==> config.mk <==
export PLATFORM = sky130hd
export DESIGN_NAME = exc_entry_seq
export DESIGN_NICKNAME = d
export VERILOG_FILES = /design/src/rtl/exc_entry_seq_pkg.sv /design/src/rtl/exc_entry_seq_vec_calc.sv /design/src/rtl/exc_entry_seq.sv
export SDC_FILE = /design/constraint.sdc
export NUM_CORES = 2
export LEC_CHECK = 0
export ABC_AREA = 1
export BUFFER_PORTS_ARGS = -buffer_cell sky130_fd_sc_hd__buf_2
export CAP_MARGIN = 10
export CORE_AREA = 10 10 546 548
export CTS_CLUSTER_SIZE = 12
export DETAILED_ROUTE_END_ITERATION = 7
export DIE_AREA = 0 0 556 558
export PLACE_DENSITY = 0.3
export SYNTH_ARGS = -nofsm -noshare
export SYNTH_HDL_FRONTEND = slang
export SYNTH_SLANG_ARGS = --single-unit
==> constraint.sdc <==
create_clock -name clock -period 2.7 [get_ports clock]
set_clock_uncertainty 0.2 [all_clocks]
set_input_delay 0.27 -clock clock [delete_from_list [all_inputs] [get_ports clock]]
set_output_delay 0.27 -clock clock [all_outputs]
set_load 0.01 [all_outputs]
==> src/rtl/exc_entry_seq_pkg.sv <==
// Shared types and constants for the exception entry / RTE sequencer.
// Holds the FSM state encoding, SR/EXSR field positions and packing helpers.
package exc_entry_seq_pkg;

  typedef enum logic [2:0] {
    IDLE,
    EFLUSH,
    RFLUSH,
    ENTER,
    RESTORE,
    BRANCH
  } exc_state_e;

  localparam int SR_MD = 30;
  localparam int SR_RB = 29;
  localparam int SR_BL = 28;

  localparam int EXSR_CODE_LSB = 0;
  localparam int EXSR_CODE_MSB = 15;
  localparam int EXSR_SR_LSB   = 32;
  localparam int EXSR_SR_MSB   = 63;

  localparam logic [47:0] UV48_00 = 48'h0;
  localparam logic [63:0] UV64_00 = 64'h0;

  // SR comes out of reset in privileged mode.
  localparam logic [63:0] SR_RESET = 64'h0000_0000_4000_0000;

  function automatic logic [63:0] sr_enter(input logic [63:0] sr);
    logic [63:0] r;
    r        = sr;
    r[SR_MD] = 1'b1;
    r[SR_RB] = 1'b1;
    r[SR_BL] = 1'b1;
    return r;
  endfunction

  function automatic logic [63:0] exsr_pack(input logic [31:0] sr_lo, input logic [15:0] code);
    logic [63:0] r;
    r                              = UV64_00;
    r[EXSR_SR_MSB:EXSR_SR_LSB]     = sr_lo;
    r[EXSR_CODE_MSB:EXSR_CODE_LSB] = code;
    return r;
  endfunction

endpackage

==> src/rtl/exc_entry_seq_vec_calc.sv <==
// Vector address generator: VBR plus the shifted exception class, wrapping at 48 bits.
module exc_vec_calc #(
  parameter int VEC_SHIFT = 3
) (
  input  logic [47:0] vbr,
  input  logic [3:0]  code_hi,
  output logic [47:0] vec_addr
);

  logic [47:0] offset;

  always_comb begin
    offset   = {44'h0, code_hi} << VEC_SHIFT;
    vec_addr = vbr + offset;
  end

endmodule

==> src/rtl/exc_entry_seq.sv <==
// Exception entry / RTE sequencer feeding the control-register file.
// Drains the pipeline, performs the SR/EXSR/SPC/SSP swap, then redirects fetch.
//
// state   | meaning
// IDLE    | pipeline next-state passes through to the CR file
// EFLUSH  | exception drain, excFlush asserted
// RFLUSH  | RTE drain, excFlush asserted
// ENTER   | exception CR swap and vector computation
// RESTORE | RTE CR swap, return to SPC
// BRANCH  | fetch redirect pending until brAck
module exc_entry_seq
  import exc_entry_seq_pkg::*;
#(
  parameter int FLUSH_CYC = 3,
  parameter int VEC_SHIFT = 3
) (
  input  logic        clock,
  input  logic        reset,
  input  logic        hold,
  input  logic        excValid,
  input  logic [15:0] excCode,
  input  logic [47:0] excPc,
  input  logic [63:0] excTea,
  input  logic        rteReq,
  input  logic [63:0] crSr,
  input  logic [63:0] crExsr,
  input  logic [63:0] crTea,
  input  logic [47:0] crSpc,
  input  logic [47:0] crSsp,
  input  logic [47:0] crVbr,
  input  logic [47:0] gprSp,
  input  logic [63:0] pipeSr,
  input  logic [63:0] pipeExsr,
  input  logic [63:0] pipeTea,
  input  logic [47:0] pipeSpc,
  input  logic [47:0] pipeSsp,
  input  logic [47:0] pipePc,
  input  logic [63:0] pipeLr,
  output logic [63:0] regInSr,
  output logic [63:0] regInExsr,
  output logic [63:0] regInTea,
  output logic [63:0] regInLr,
  output logic [47:0] regInSpc,
  output logic [47:0] regInSsp,
  output logic [47:0] regInPc,
  output logic        spWrValid,
  output logic [47:0] spWrVal,
  output logic        excFlush,
  output logic        brValid,
  output logic [47:0] brAddr,
  input  logic        brAck,
  output logic        excBusy,
  output logic        excDblFault
);

  localparam logic [2:0] CNT_LOAD = 3'(FLUSH_CYC - 1);

  exc_state_e  state_q, state_d;
  logic [2:0]  cnt_q, cnt_d;
  logic [15:0] code_q, code_d;
  logic [47:0] pc_q, pc_d;
  logic [63:0] tea_q, tea_d;
  logic [63:0] lr_q, lr_d;

  logic [63:0] reg_in_sr_q, reg_in_sr_d;
  logic [63:0] reg_in_exsr_q, reg_in_exsr_d;
  logic [63:0] reg_in_tea_q, reg_in_tea_d;
  logic [63:0] reg_in_lr_q, reg_in_lr_d;
  logic [47:0] reg_in_spc_q, reg_in_spc_d;
  logic [47:0] reg_in_ssp_q, reg_in_ssp_d;
  logic [47:0] reg_in_pc_q, reg_in_pc_d;
  logic        sp_wr_valid_q, sp_wr_valid_d;
  logic [47:0] sp_wr_val_q, sp_wr_val_d;
  logic        exc_flush_q, exc_flush_d;
  logic        br_valid_q, br_valid_d;
  logic [47:0] br_addr_q, br_addr_d;
  logic        exc_busy_q, exc_busy_d;
  logic        dbl_fault_q, dbl_fault_d;

  logic [47:0] vec_addr;

  exc_vec_calc #(
    .VEC_SHIFT (VEC_SHIFT)
  ) u_vec_calc (
    .vbr      (crVbr),
    .code_hi  (code_q[15:12]),
    .vec_addr (vec_addr)
  );

  always_comb begin
    state_d       = state_q;
    cnt_d         = cnt_q;
    code_d        = code_q;
    pc_d          = pc_q;
    tea_d         = tea_q;
    lr_d          = lr_q;
    // Outside IDLE and the swap cycles the CR file simply rewrites its own values.
    reg_in_sr_d   = crSr;
    reg_in_exsr_d = crExsr;
    reg_in_tea_d  = crTea;
    reg_in_spc_d  = crSpc;
    reg_in_ssp_d  = crSsp;
    reg_in_lr_d   = lr_q;
    reg_in_pc_d   = reg_in_pc_q;
    sp_wr_valid_d = 1'b0;
    sp_wr_val_d   = sp_wr_val_q;
    br_addr_d     = br_addr_q;
    dbl_fault_d   = dbl_fault_q;

    case (state_q)
      IDLE: begin
        reg_in_sr_d   = pipeSr;
        reg_in_exsr_d = pipeExsr;
        reg_in_tea_d  = pipeTea;
        reg_in_spc_d  = pipeSpc;
        reg_in_ssp_d  = pipeSsp;
        reg_in_pc_d   = pipePc;
        reg_in_lr_d   = pipeLr;
        if (excValid) begin
          state_d = EFLUSH;
          cnt_d   = CNT_LOAD;
          code_d  = excCode;
          pc_d    = excPc;
          tea_d   = excTea;
          lr_d    = pipeLr;
        end else if (rteReq) begin
          state_d = RFLUSH;
          cnt_d   = CNT_LOAD;
          lr_d    = pipeLr;
        end
      end
      EFLUSH, RFLUSH: begin
        if (cnt_q == 3'd0) begin
          state_d = (state_q == EFLUSH) ? ENTER : RESTORE;
        end else begin
          cnt_d = cnt_q - 3'd1;
        end
      end
      ENTER: begin
        reg_in_exsr_d = exsr_pack(crSr[31:0], code_q);
        reg_in_spc_d  = pc_q;
        reg_in_tea_d  = tea_q;
        reg_in_sr_d   = sr_enter(crSr);
        reg_in_ssp_d  = gprSp;
        sp_wr_valid_d = 1'b1;
        sp_wr_val_d   = crSsp;
        // Faulting with BL already set: go to the base vector, not the class offset.
        br_addr_d     = crSr[SR_BL] ? crVbr : vec_addr;
        reg_in_pc_d   = br_addr_d;
        dbl_fault_d   = dbl_fault_q | crSr[SR_BL];
        state_d       = BRANCH;
      end
      RESTORE: begin
        reg_in_sr_d   = {crSr[63:32], crExsr[EXSR_SR_MSB:EXSR_SR_LSB]};
        reg_in_ssp_d  = gprSp;
        sp_wr_valid_d = 1'b1;
        sp_wr_val_d   = crSsp;
        br_addr_d     = crSpc;
        reg_in_pc_d   = crSpc;
        state_d       = BRANCH;
      end
      BRANCH: begin
        if (br_valid_q && brAck) begin
          state_d = IDLE;
        end
      end
      default: state_d = IDLE;
    endcase

    exc_flush_d = (state_d == EFLUSH) || (state_d == RFLUSH);
    br_valid_d  = (state_d == BRANCH);
    exc_busy_d  = (state_d != IDLE);
  end

  always_ff @(posedge clock) begin
    if (!reset) begin
      state_q       <= IDLE;
      cnt_q         <= 3'd0;
      code_q        <= 16'h0;
      pc_q          <= UV48_00;
      tea_q         <= UV64_00;
      lr_q          <= UV64_00;
      reg_in_sr_q   <= SR_RESET;
      reg_in_exsr_q <= UV64_00;
      reg_in_tea_q  <= UV64_00;
      reg_in_lr_q   <= UV64_00;
      reg_in_spc_q  <= UV48_00;
      reg_in_ssp_q  <= UV48_00;
      reg_in_pc_q   <= UV48_00;
      sp_wr_valid_q <= 1'b0;
      sp_wr_val_q   <= UV48_00;
      exc_flush_q   <= 1'b0;
      br_valid_q    <= 1'b0;
      br_addr_q     <= UV48_00;
      exc_busy_q    <= 1'b0;
      dbl_fault_q   <= 1'b0;
    end else if (!hold) begin
      state_q       <= state_d;
      cnt_q         <= cnt_d;
      code_q        <= code_d;
      pc_q          <= pc_d;
      tea_q         <= tea_d;
      lr_q          <= lr_d;
      reg_in_sr_q   <= reg_in_sr_d;
      reg_in_exsr_q <= reg_in_exsr_d;
      reg_in_tea_q  <= reg_in_tea_d;
      reg_in_lr_q   <= reg_in_lr_d;
      reg_in_spc_q  <= reg_in_spc_d;
      reg_in_ssp_q  <= reg_in_ssp_d;
      reg_in_pc_q   <= reg_in_pc_d;
      sp_wr_valid_q <= sp_wr_valid_d;
      sp_wr_val_q   <= sp_wr_val_d;
      exc_flush_q   <= exc_flush_d;
      br_valid_q    <= br_valid_d;
      br_addr_q     <= br_addr_d;
      exc_busy_q    <= exc_busy_d;
      dbl_fault_q   <= dbl_fault_d;
    end
  end

  assign regInSr     = reg_in_sr_q;
  assign regInExsr   = reg_in_exsr_q;
  assign regInTea    = reg_in_tea_q;
  assign regInLr     = reg_in_lr_q;
  assign regInSpc    = reg_in_spc_q;
  assign regInSsp    = reg_in_ssp_q;
  assign regInPc     = reg_in_pc_q;
  assign spWrValid   = sp_wr_valid_q;
  assign spWrVal     = sp_wr_val_q;
  assign excFlush    = exc_flush_q;
  assign brValid     = br_valid_q;
  assign brAddr      = br_addr_q;
  assign excBusy     = exc_busy_q;
  assign excDblFault = dbl_fault_q;

endmodule

==> impl_metrics.ini <==
[route]
num_vias = 43425
wl_mm = 304.7
drc = 0
ant_nets = 0
via_per_inst = 3.991
wl_per_cell_um = 28.00
detail_route.iter0.violations = 3304
dr.pass1.iters = 6

[layout]
drive_above_1_share_pct = 25.89
multi_input_area_um2 = 14910
final_cell_mix = buf_2 (1416), dlygate4sd3_1 (1191), nand2_1 (811), o21ai_0 (706), dfxtp_1 (694)
ff_latch_area_um2 = 14000
design_area_um2 = 59690
final_util_pct = 20.81
final_common_cell = buf_2
num-fill-cells = 32570
areaGrowthSynthToFinish_pct = 89.51
nNetsFinal = 7886

[power]
p_leak_nw = 27.40
seq_power_share_pct = 33.1
p_sw_share_pct = 34.32
clkPwrFrac_pct = 40.3
cellPowerDensity_nw_per_um2 = 598.7
pwr-share-comb_pct = 26.6
p_sw_mw = 12.27
p_int_mw = 23.47
ir_drop_mv = 0.4519

[global_routing]
antenna_found_initial = 121
grt_pass1_vias = 44246
grt_usage_pct = 18.40
grt_pass1_wl_mm = 399.8
gr-total-overflow = 0
grt_max_degree = 117

[timing]
tns_ps = 0
hold_violations = 0
slew_viol_final = 0
grt_setup_unrepaired = true
timing.fmax_ghz = 0.3751
relSlewSlack_pct = 23.12
worst_slew_pin_slew_ps = 1149
fin_hold_ws_ps = 66.77
post-route-period-util_pct = 98.73
fin_ws_ps = 34.21
finalSetupViolCount = 0
min_period_ps = 2666

[worst_setup_path]
timing.rr.start = state_q[0]$_SDFFE_PN0N_
critPathArrivalTime_ps = 3140
r2r_setup_slack_ps = 30
path_max_fanout = 80
reg2regPathDepth = 9
cp_data_required_time_ps = 3180
setup.worst_path.end_class = register
reg2reg_to = regInTea[62]$_SDFFE_PN0N_
crit_path_start_kind = register
crit_type = reg2reg

[logic_synthesis]
ys_warn_count = 0
synth_compound_area_share_pct = 24.86
synth_top_family_by_area = compound AO/OA/AOI/OAI gates
synthDistinctLibCells = 40
muxShareOfSynthArea_pct = 1.017
synth_cells = 4406
syn_area_um2 = 31500
ys_ff_latch = 699
ys_seq_area_share_pct = 44.43
synth_xor_area_share_pct = 0.3615
synthAdderAreaFrac_pct = 0.3019
synthSimpleGateAreaFrac_pct = 20.46
synthesis.nets = 5331
synth_area_per_cell_um2 = 7.149

[hold_path]
hold_depth = 4
min_path_type = in2reg
hp-start = excPc[27]
min_to = pc_q[27]$_SDFFE_PN0P_

[die]
die_h_um = 558
die_area_um2 = 310200
ioPinCount = 1419
die_w_um = 556
row_count = 197
core_um2 = 286900
start_util_pct = 10.98

[placed_design]
hpwl_mm = 242.8
place_ws_ps = -215.1
dpl_cell_area_um2 = 43750
io_buffers = 1418
place_congestion = 0.8917

[cts]
cts_inserted_buffers = 107
clock-sinks = 699
clock_latency_ps = 850
h-tree-depth = 3
tritoncts = built
clockBufferDepth = 4
cts.clk_slew.worst_paths_ps = 60
cts_root_buf = clkbuf_16

[job]
max-cap-violations = 0

[status]
outcome = finished, final reports clean
[flip-flops by register name, summed over array words and instances (netlist names), 3 cells and up]
| signal | count |
|---|---|
| tea_q | 64 |
| spWrVal | 48 |
| regInLr | 64 |
| regInTea | 64 |
| regInSsp | 48 |
| lr_q | 64 |
| regInSr | 64 |
| regInPc | 48 |
| code_q | 16 |
| state_q | 3 |
| regInExsr | 64 |
| cnt_q | 3 |
| brAddr | 48 |
| pc_q | 48 |
| regInSpc | 48 |
[cells in the mapped netlist]
| master | instances | area share [%] |
|---|---|---|
| inv_2 | 9 | 0.11 |
| a221oi_1 | 102 | 2.8 |
| or2_2 | 7 | 0.14 |
| a22o_1 | 3 | 0.083 |
| buf_4 | 4 | 0.095 |
| o2111ai_1 | 1 | 0.028 |
| xor2_1 | 8 | 0.22 |
| inv_4 | 2 | 0.040 |
| buf_6 | 6 | 0.21 |
| nand3b_1 | 8 | 0.19 |
| a21oi_1 | 345 | 5.5 |
| o21ai_1 | 8 | 0.13 |
| dfxtp_1 | 699 | 44 |
| nand2_4 | 4 | 0.14 |
| nand3_1 | 64 | 1.0 |
| clkbuf_1 | 227 | 2.7 |
| o211ai_1 | 60 | 1.4 |
| nand2_1 | 819 | 9.8 |
| inv_1 | 314 | 3.7 |
| o21ai_0 | 706 | 11 |
| a22oi_1 | 1 | 0.024 |
| xnor2_1 | 5 | 0.14 |
| clkinv_1 | 1 | 0.012 |
| and2_1 | 2 | 0.040 |
| buf_2 | 89 | 1.4 |
| mux2i_1 | 32 | 1.0 |
| a41oi_1 | 79 | 2.2 |
| a211oi_1 | 30 | 0.72 |
| o21bai_1 | 1 | 0.024 |
| ha_1 | 6 | 0.24 |
| nor3_1 | 14 | 0.22 |
| o21a_1 | 1 | 0.024 |
| nand2_2 | 1 | 0.020 |
| nor2_4 | 6 | 0.21 |
| o22ai_1 | 5 | 0.099 |
| fa_1 | 1 | 0.064 |
| nor2_1 | 620 | 7.4 |
| a31oi_1 | 29 | 0.58 |
| nand4_1 | 67 | 1.3 |
| buf_1 | 20 | 0.24 |
[power by group through the flow]
stage | Sequential, mW | Clock [mW] | Combinational [mW]
2_1_floorplan | 12.2 | 0 | 2.83
3_3_place_gp | 12.0 | 0 | 7.85
3_5_place_dp | 12.0 | 0 | 7.84
4_1_cts | 11.8 | 14.9 | 9.64
5_1_grt | 11.9 | 15.3 | 10.3
6_report | 11.8 | 14.4 | 9.49
[worst max-delay path by stage]
stage,from,end
after global placement,state_q[2]$_SDFFE_PN0N_,code_q[15]$_SDFFE_PN0P_
after floorplan,code_q[12]$_SDFFE_PN0P_,regInPc[13]$_SDFFE_PN0P_
after CTS,code_q[13]$_SDFFE_PN0P_,brAddr[13]$_SDFFE_PN0P_
after detailed placement,state_q[2]$_SDFFE_PN0N_,code_q[15]$_SDFFE_PN0P_
final,state_q[0]$_SDFFE_PN0N_,regInTea[62]$_SDFFE_PN0N_
after global routing,state_q[1]$_SDFFE_PN0N_,code_q[0]$_SDFFE_PN0P_
[worst max-delay path: stages (launching register included)]
cell	delay, ps
dfxtp_2	370
nand2_2	80
nor2_4	170
inv_2	80
nand2_4	90
inv_8	50
buf_16	160
nand2_2	310
a21oi_1	100
dlygate4sd3_1	570
[logic make-up after synthesis]
family / count (synthesis)
multiplexers: 32
AO/OA/AOI/OAI: 1371
buffers and inverters: 672
AND/OR/NAND/NOR: 1612
flip-flops: 699
adder cells (fa/ha/maj): 7
XOR/XNOR: 13
[through the flow]
stage | cells | total power [mW]
5_1_grt | 10859 | 37.47
2_1_floorplan | 4406 | 15.01
4_1_cts | 10816 | 36.39
3_3_place_gp | 9429 | 19.87
6_report | 10881 | 35.74
3_5_place_dp | 9429 | 19.87
[cell type report]
| type | instances | share of cell area, % |
|---|---|---|
| inverters | 326 | 2.121 |
| clock inverters | 30 | 0.5303 |
| multi-input cells | 3035 | 24.98 |
| diodes | 55 | 0.2306 |
| well taps | 3781 | 7.925 |
| clock buffers | 163 | 5.341 |
| flip-flops and latches | 699 | 23.46 |
| repair buffers | 2792 | 35.41 |
[routing by layer]
metal	up-vias	track usage (%)	part of all wire, %
li1	20103	-	-
met1	21056	22.57	42
met2	1843	31.48	48
met3	389	5.299	7.6
met4	34	4.738	3.0
met5	-	0	0.077
[timing repair]
action,CTS,global route
hold buffers,1194,0
pin swaps,0,6
setup endpoints to repair,1,162
buffers inserted,0,9
resized for setup,1,44
hold endpoints to repair,698,0
cloned,0,5
(Power assumes the default switching activity.)
